$ cat config.mk
export PLATFORM = sky130hd
export DESIGN_NAME = brent_kung_adder_pipe
export DESIGN_NICKNAME = d
export VERILOG_FILES = /design/src/rtl/brent_kung_adder_pipe.sv
export SDC_FILE = /design/constraint.sdc
export NUM_CORES = 1
export LEC_CHECK = 0
export BUFFER_PORTS_ARGS = -buffer_cell sky130_fd_sc_hd__buf_2
export CAP_MARGIN = 20
export CORE_MARGIN = 10
export CORE_UTILIZATION = 57
export CTS_CLUSTER_DIAMETER = 40
export DETAILED_ROUTE_END_ITERATION = 6
export PLACE_DENSITY = 0.77
export REMOVE_ABC_BUFFERS = 1
export SYNTH_ARGS = -nofsm -noshare
export SYNTH_HDL_FRONTEND = slang
export SYNTH_SLANG_ARGS = --single-unit
export TNS_END_PERCENT = 5
$ cat constraint.sdc
create_clock -name clk -period 3 [get_ports clk]
set_clock_uncertainty 0.2 [all_clocks]
set_input_delay 0.15 -clock clk [delete_from_list [all_inputs] [get_ports clk]]
set_output_delay 0.15 -clock clk [all_outputs]
set_load 0.02 [all_outputs]
$ cat src/rtl/brent_kung_adder_pipe.sv
// ============================================================================
// Module   : brent_kung_adder_pipe
// Purpose  : 3-stage pipelined Brent-Kung prefix adder/subtractor with
//            valid/ready handshake and signed-overflow flag.
// Revision : 1.0 - initial release
// ============================================================================
`default_nettype none

module brent_kung_adder_pipe #(
  parameter int WIDTH = 16
) (
  input  logic             clk,
  input  logic             rst,
  input  logic             in_valid,
  output logic             in_ready,
  input  logic [WIDTH-1:0] a,
  input  logic [WIDTH-1:0] b,
  input  logic             cin,
  input  logic             sub,
  output logic             out_valid,
  input  logic             out_ready,
  output logic [WIDTH-1:0] sum,
  output logic             carry,
  output logic             ovf
);

  localparam int c_LVL = $clog2(WIDTH);

  // Node i is combined at up-sweep span s when it closes a block of 2*s bits.
  function automatic logic [2*WIDTH-1:0] bk_up(input int s,
                                               input logic [WIDTH-1:0] g,
                                               input logic [WIDTH-1:0] p);
    logic [WIDTH-1:0] m;
    m = '0;
    for (int i = WIDTH - 1; i >= 0; i--)
      m = (m << 1) | WIDTH'(((i + 1) % (2 * s)) == 0);
    return {g | (p & (g << s) & m), p & ((p << s) | ~m)};
  endfunction

  function automatic logic [WIDTH-1:0] bk_dn(input int s,
                                             input logic [WIDTH-1:0] g,
                                             input logic [WIDTH-1:0] p);
    logic [WIDTH-1:0] m;
    m = '0;
    for (int i = WIDTH - 1; i >= 0; i--)
      m = (m << 1) | WIDTH'((((i + 1) % (2 * s)) == s) && ((i + 1) > 2 * s));
    return g | (p & (g << s) & m);
  endfunction

  logic             w_adv;
  logic [WIDTH-1:0] w_b;
  logic [WIDTH-1:0] w_g0;
  logic [WIDTH:0]   w_cy;

  logic             r_v1, r_v2, r_v3;
  logic [WIDTH-1:0] r_g1, r_p1, r_p2;
  logic             r_ci1;
  logic [WIDTH:0]   r_c2;
  logic [WIDTH-1:0] r_sum;
  logic             r_carry, r_ovf;

  assign w_adv    = out_ready | ~r_v3;
  assign in_ready = w_adv;
  assign w_b      = sub ? ~b : b;

  // Carry-in folded into bit 0 as a generate from position -1.
  assign w_g0 = r_g1 | {{(WIDTH-1){1'b0}}, r_p1[0] & r_ci1};

  for (genvar lv = 1; lv <= c_LVL; lv++) begin : g_up
    logic [WIDTH-1:0] w_g, w_p;
    if (lv == 1) begin : g_first
      assign {w_g, w_p} = bk_up(1, w_g0, r_p1);
    end else begin : g_next
      assign {w_g, w_p} = bk_up(1 << (lv - 1), g_up[lv-1].w_g, g_up[lv-1].w_p);
    end
  end

  for (genvar lv = c_LVL - 1; lv >= 1; lv--) begin : g_dn
    logic [WIDTH-1:0] w_g;
    if (lv == c_LVL - 1) begin : g_first
      assign w_g = bk_dn(1 << (lv - 1), g_up[c_LVL].w_g, g_up[c_LVL].w_p);
    end else begin : g_next
      assign w_g = bk_dn(1 << (lv - 1), g_dn[lv+1].w_g, g_up[c_LVL].w_p);
    end
  end

  assign w_cy = {g_dn[1].w_g, r_ci1};

  always_ff @(posedge clk or posedge rst) begin
    if (rst) begin
      r_v1    <= 1'b0;
      r_v2    <= 1'b0;
      r_v3    <= 1'b0;
      r_g1    <= '0;
      r_p1    <= '0;
      r_ci1   <= 1'b0;
      r_c2    <= '0;
      r_p2    <= '0;
      r_sum   <= '0;
      r_carry <= 1'b0;
      r_ovf   <= 1'b0;
    end else if (w_adv) begin
      r_v1 <= in_valid;
      r_v2 <= r_v1;
      r_v3 <= r_v2;
      if (in_valid) begin
        r_g1  <= a & w_b;
        r_p1  <= a ^ w_b;
        r_ci1 <= sub | cin;
      end
      if (r_v1) begin
        r_c2 <= w_cy;
        r_p2 <= r_p1;
      end
      if (r_v2) begin
        r_sum   <= r_p2 ^ r_c2[WIDTH-1:0];
        r_carry <= r_c2[WIDTH];
        r_ovf   <= r_c2[WIDTH-1] ^ r_c2[WIDTH];
      end
    end
  end

  assign out_valid = r_v3;
  assign sum       = r_sum;
  assign carry     = r_carry;
  assign ovf       = r_ovf;

endmodule

`default_nettype wire

=== After elaboration in Yosys (flattened, before gate mapping) ===
Cells that the tools add are included.

* Bits in registers: 87
* Memories kept: 0
* Bits in latches: 0
* Logic and storage cells: 43
* Bits in read-only memories: 0
* RAM bits: 0
* Input bits: 38

* Muxes and demuxes: 1
* Equality and inequality tests: 0
* Div/mod/pow operators: 0
* Shift-type cells: 0
* Reduce and logical (&&, ||, !) cells: 3
* Magnitude comparators: 0
* Add/subtract/negate cells: 0
* Bitwise logic cells: 28
* Multiply operators: 0

{| class="wikitable"
|+ Operators with widths
! cell !! count
|-
| bitwise AND 16 bit || 8
|-
| OR 16 bit || 4
|-
| XOR 16 bit || 2
|-
| two-way mux 16 bit || 1
|-
| NOT 16 bit || 1
|-
| OR 16 x 1 -> 16 bit || 1
|-
| OR 16 x 12 -> 16 bit || 1
|-
| OR 16 x 14 -> 16 bit || 1
|-
| OR 16 x 15 -> 16 bit || 1
|-
| bitwise AND 15 bit || 1
|-
| bitwise AND 15 bit, second input constant || 1
|-
| bitwise AND 14 bit || 1
|-
| bitwise AND 12 bit || 1
|-
| AND reduction 2 bit || 3
|-
| OR 1 bit || 2
|-
| bitwise AND 1 bit || 1
|-
| NOT 1 bit || 1
|-
| XOR 1 bit || 1
|}

=== Depth between registers and ports, before layout ===
* Depth after elaboration: 16
* Mapped depth: 7
* Gate-level depth less buffers: 5

=== Least setup slack after synthesis ===
Ideal clock, no wire load.

* Kind: reg2reg
* Start: register r_v3, in the netlist out_valid
* End: register r_c2[16]
* Buffers on the path: 1
* Period minus slack after synthesis: 1.818 ns
* Arrival: 1.488 ns
* Setup slack: 1.182 ns
* Stages on the path, launching flop included: 7
* Cell sequence: dfrtp_1 nand2b_1 buf_2 nand2_1 a2111oi_0 a21o_2 o41ai_2

* Word-level cells in the longest chain between the ends: 3

{| class="wikitable"
|+ RTL lines
! what !! RTL line !! RTL
|-
| start, declared || 55 || <nowiki>logic r_v1, r_v2, r_v3;</nowiki>
|-
| start signal, assigned || 105 || <nowiki>r_v3 <= r_v2;</nowiki>
|-
| NOT 1 bit || 62 || <nowiki>assign w_adv = out_ready | ~r_v3;</nowiki>
|-
| OR 1 bit || 62 ||
|-
| named net in_ready || 15 || <nowiki>output logic in_ready,</nowiki>
|-
| AND reduction 2 bit (no source line) || -- ||
|-
| end signal, assigned || 112 || <nowiki>r_c2 <= w_cy;</nowiki>
|-
| end, declared || 58 || <nowiki>logic [WIDTH:0] r_c2;</nowiki>
|}

The timed path passes the listed nets, and every way through them passes these cells.
A chain may end at the register's enable or synchronous reset.

=== Worst setup path in the final report ===
* Start: register r_p1[9]
* End: register r_c2[13]

* Word-level cells in the longest chain between the ends: 10

{| class="wikitable"
|+ RTL lines
! what !! RTL line !! RTL
|-
| start, declared || 56 || <nowiki>logic [WIDTH-1:0] r_g1, r_p1, r_p2;</nowiki>
|-
| start signal, assigned || 108 || <nowiki>r_p1 <= a ^ w_b;</nowiki>
|-
| bitwise AND 16 bit || 37 || <nowiki>return {g | (p & (g << s) & m), p & ((p << s) | ~m)};</nowiki>
|-
| OR 16 bit || 37 ||
|-
| bitwise AND 16 bit || 37 ||
|-
| OR 16 bit (3 in series) || 37 ||
|-
| OR 16 x 12 -> 16 bit * || 47 || <nowiki>return g | (p & (g << s) & m);</nowiki>
|-
| OR 16 x 14 -> 16 bit * || 47 ||
|-
| bitwise AND 15 bit * || 47 ||
|-
| OR 16 x 15 -> 16 bit * || 47 ||
|}

Every way passes the cells marked *; elsewhere a longest branch is shown, timed or not.

==> metrics.cfg <==
[setup_path]
cpPeakStageDelay_ps = 450
path_max_fanout = 5
arrival_ps = 2050
crit_path_start_kind = flop
crit_chain = a21oi_2 -> o21ai_1 -> a221o_1 -> a41oi_1 -> o21ai_0
cp_slowest_cell = dfrtp_1
ff2ff_path_depth = 5
worstPathRequired_ps = 3030
crit_type = reg2reg
crit_path_end_kind = flop

[timing]
finalCriticalPeriod_ps = 2010
slew_viol_final = 0
slew_headroom_pct = 44.7
final-setup-viol-count = 0
tightest_slew_ps = 829
rsz0062_at_grt = no
hold_violations = 0
fin_crit_sh_pct = 67.0
fmax_mhz = 497
setup_tns_ps = 0

[logic_synthesis]
netlist_instances = 331
syn-cell-area_um2 = 3960
synthArstFlopShare_pct = 100
synth_edf_count = 0
yosysTopAreaCell = dfrtp_1
synth_top_area_share_pct = 54.9
yosys-top-cells-area = dfrtp_1 55%, mux2_2 13%, ha_1 5.1%
ys_warn_count = 0
synth_seq_cells = 87
ys_seq_area_share_pct = 54.9
synthTopCellsByCount = 87 x dfrtp_1, 47 x mux2_2, 44 x nand2_1
synth_flop_cell = dfrtp_1
synth.distinct_cells = 35
syn_area_per_cell_um2 = 12.0
synth.most_common_cell = dfrtp_1

[route]
ant_nets = 0
wl_per_cell_um = 15.6
drc = 0
firstDrtPassIters = 4
routed_via_density = 5.19
drt_iter0_markers = 145
drt-total-wl_um = 7920
num_vias = 2644

[final_layout]
drive_gt1_share_pct = 32.4
final_net_count = 462
syn_to_final_growth_pct = 20.4
antenna_cells = 0
final_cells = 509

[die]
dieArea_um2 = 10700
initial_core_util_pct = 58.3
rows = 30
core_area_um2 = 6790
ios = 58
die_h_um = 103
die_w_um = 103

[clocking]
cts_setup_buffers = 0
insertion_delay_ps = 370
h-tree-depth = 3
clk_pin_slew_ps = 90
cts.sinks = 87
numCtsBuffers = 9
cts_tree = built
cts_resized = 0
root_buffer = clkbuf_8
clock_path_buffers = 2
postCtsHoldBufs = 18

[min_path]
hp-class = in2reg
hold_path_depth = 3

[placement]
place_inst = 475
gp_congestion = 0.819
io_buffer_count = 57
dpl.hpwl_um = 5450

[pwr]
powerDensity_nw_per_um2 = 934
leakage_nw = 2.23
vdd_drop_max_uv = 424

[global_route]
grt_antenna_before_repair = 0
grt_first_pass_wirelength_um = 13400
grt_max_degree = 49
grt_pass1_vias = 2834
grt_overflow = 0
track_usage_pct = 16.1

[run]
maxCapViolations = 0

[outcome]
outcome = completed

-- worst paths after layout --
check	startpoint	endpoint	slack (ps)
setup / recovery	r_p1[9]	r_c2[13]	990
hold / removal	out_ready	out_valid	10
setup reg to reg	r_p1[9]	r_c2[13]	990
hold reg to reg	sum[2]	sum[2]	280
max in group asynchronous	rst	r_c2[7]	1640
min in group asynchronous	rst	sum[6]	270
-- flip-flops by register name (all words and copies together) (netlist names) --
name       cells
r_c2          17
r_g1          16
r_p1          16
r_p2          16
sum           16
carry          1
out_valid      1
ovf            1
r_ci1          1
r_v1           1
r_v2           1
-- layer usage --
| layer | vias to the layer above | global-route usage (%) | part of all wire, % |
|---|---|---|---|
| met4 | 0 | 7.91 | 2.1 |
| met5 | - | 0 | 0 |
| met1 | 1281 | 20.4 | 46 |
| met3 | 11 | 3.12 | 3.9 |
| met2 | 54 | 25.8 | 48 |
| li1 | 1298 | - | - |
-- critical path: cells and delay by family (launching register included) --
kind | cells | cell delay, ps
AOI/OAI and AO/OA | 5 | 1230
DFF | 1 | 450
-- cell families (layout without fill, tap and decap cells) --
| family | count (synthesis) | after routing | share of synthesized area (%) |
|---|---|---|---|
| XOR/XNOR | 33 | 33 | 7.29 |
| multiplexers | 49 | 49 | 13.9 |
| flip-flops | 87 | 87 | 54.9 |
| AO/OA/AOI/OAI | 60 | 60 | 9.31 |
| buffers and inverters | 17 | 99 | 2.02 |
| AND/OR/NAND/NOR | 69 | 69 | 7.54 |
| adder cells (fa/ha/maj) | 16 | 16 | 5.05 |
-- power breakdown --
part	total [mW]	internal, mW	switching (mW)
logic	1.47	0.711	0.757
registers	2.03	1.65	0.377
clock network	0.960	0.539	0.421
total	4.46	2.90	1.55
-- final cells by class --
type,count,area [um2]
fill,501,2020
inverter,3,12.5
timing repair buffer,80,515
sequential,87,2180
multi-input combinational,227,1710
clock buffer,12,165
clock inverter,4,76.3
tap,96,120
-- through the flow --
step	power [mW]	hold WS, ps	instance area, um2	worst slack (ps)	utilization [%]
after global placement	3.45	130	4350	1060	64.1
after CTS	4.49	9.19	4770	1010	70.3
after detailed placement	3.52	142	4350	1030	64.1
final	4.46	10.7	4770	989	70.3
after floorplan	3.04	121	3890	400	-
after global routing	4.75	42.8	4770	910	70.3
-- cell usage in the layout (no fill, tap or decap), types with 2 or more instances in the layout --
cell type,count
nand2_1,44
a21oi_2,2
inv_1,2
xor2_1,16
nor2b_1,3
a21o_1,2
xnor2_1,17
dfrtp_1,87
ha_1,16
mux2i_1,2
mux2_2,47
dlygate4sd3_1,18
buf_2,57
bufinv_16,2
nor2_1,13
nand3_1,5
a21oi_1,11
buf_4,4
o21ai_0,31
o21ai_1,2
clkbuf_8,12
Power figures use the tool's default switching activity.
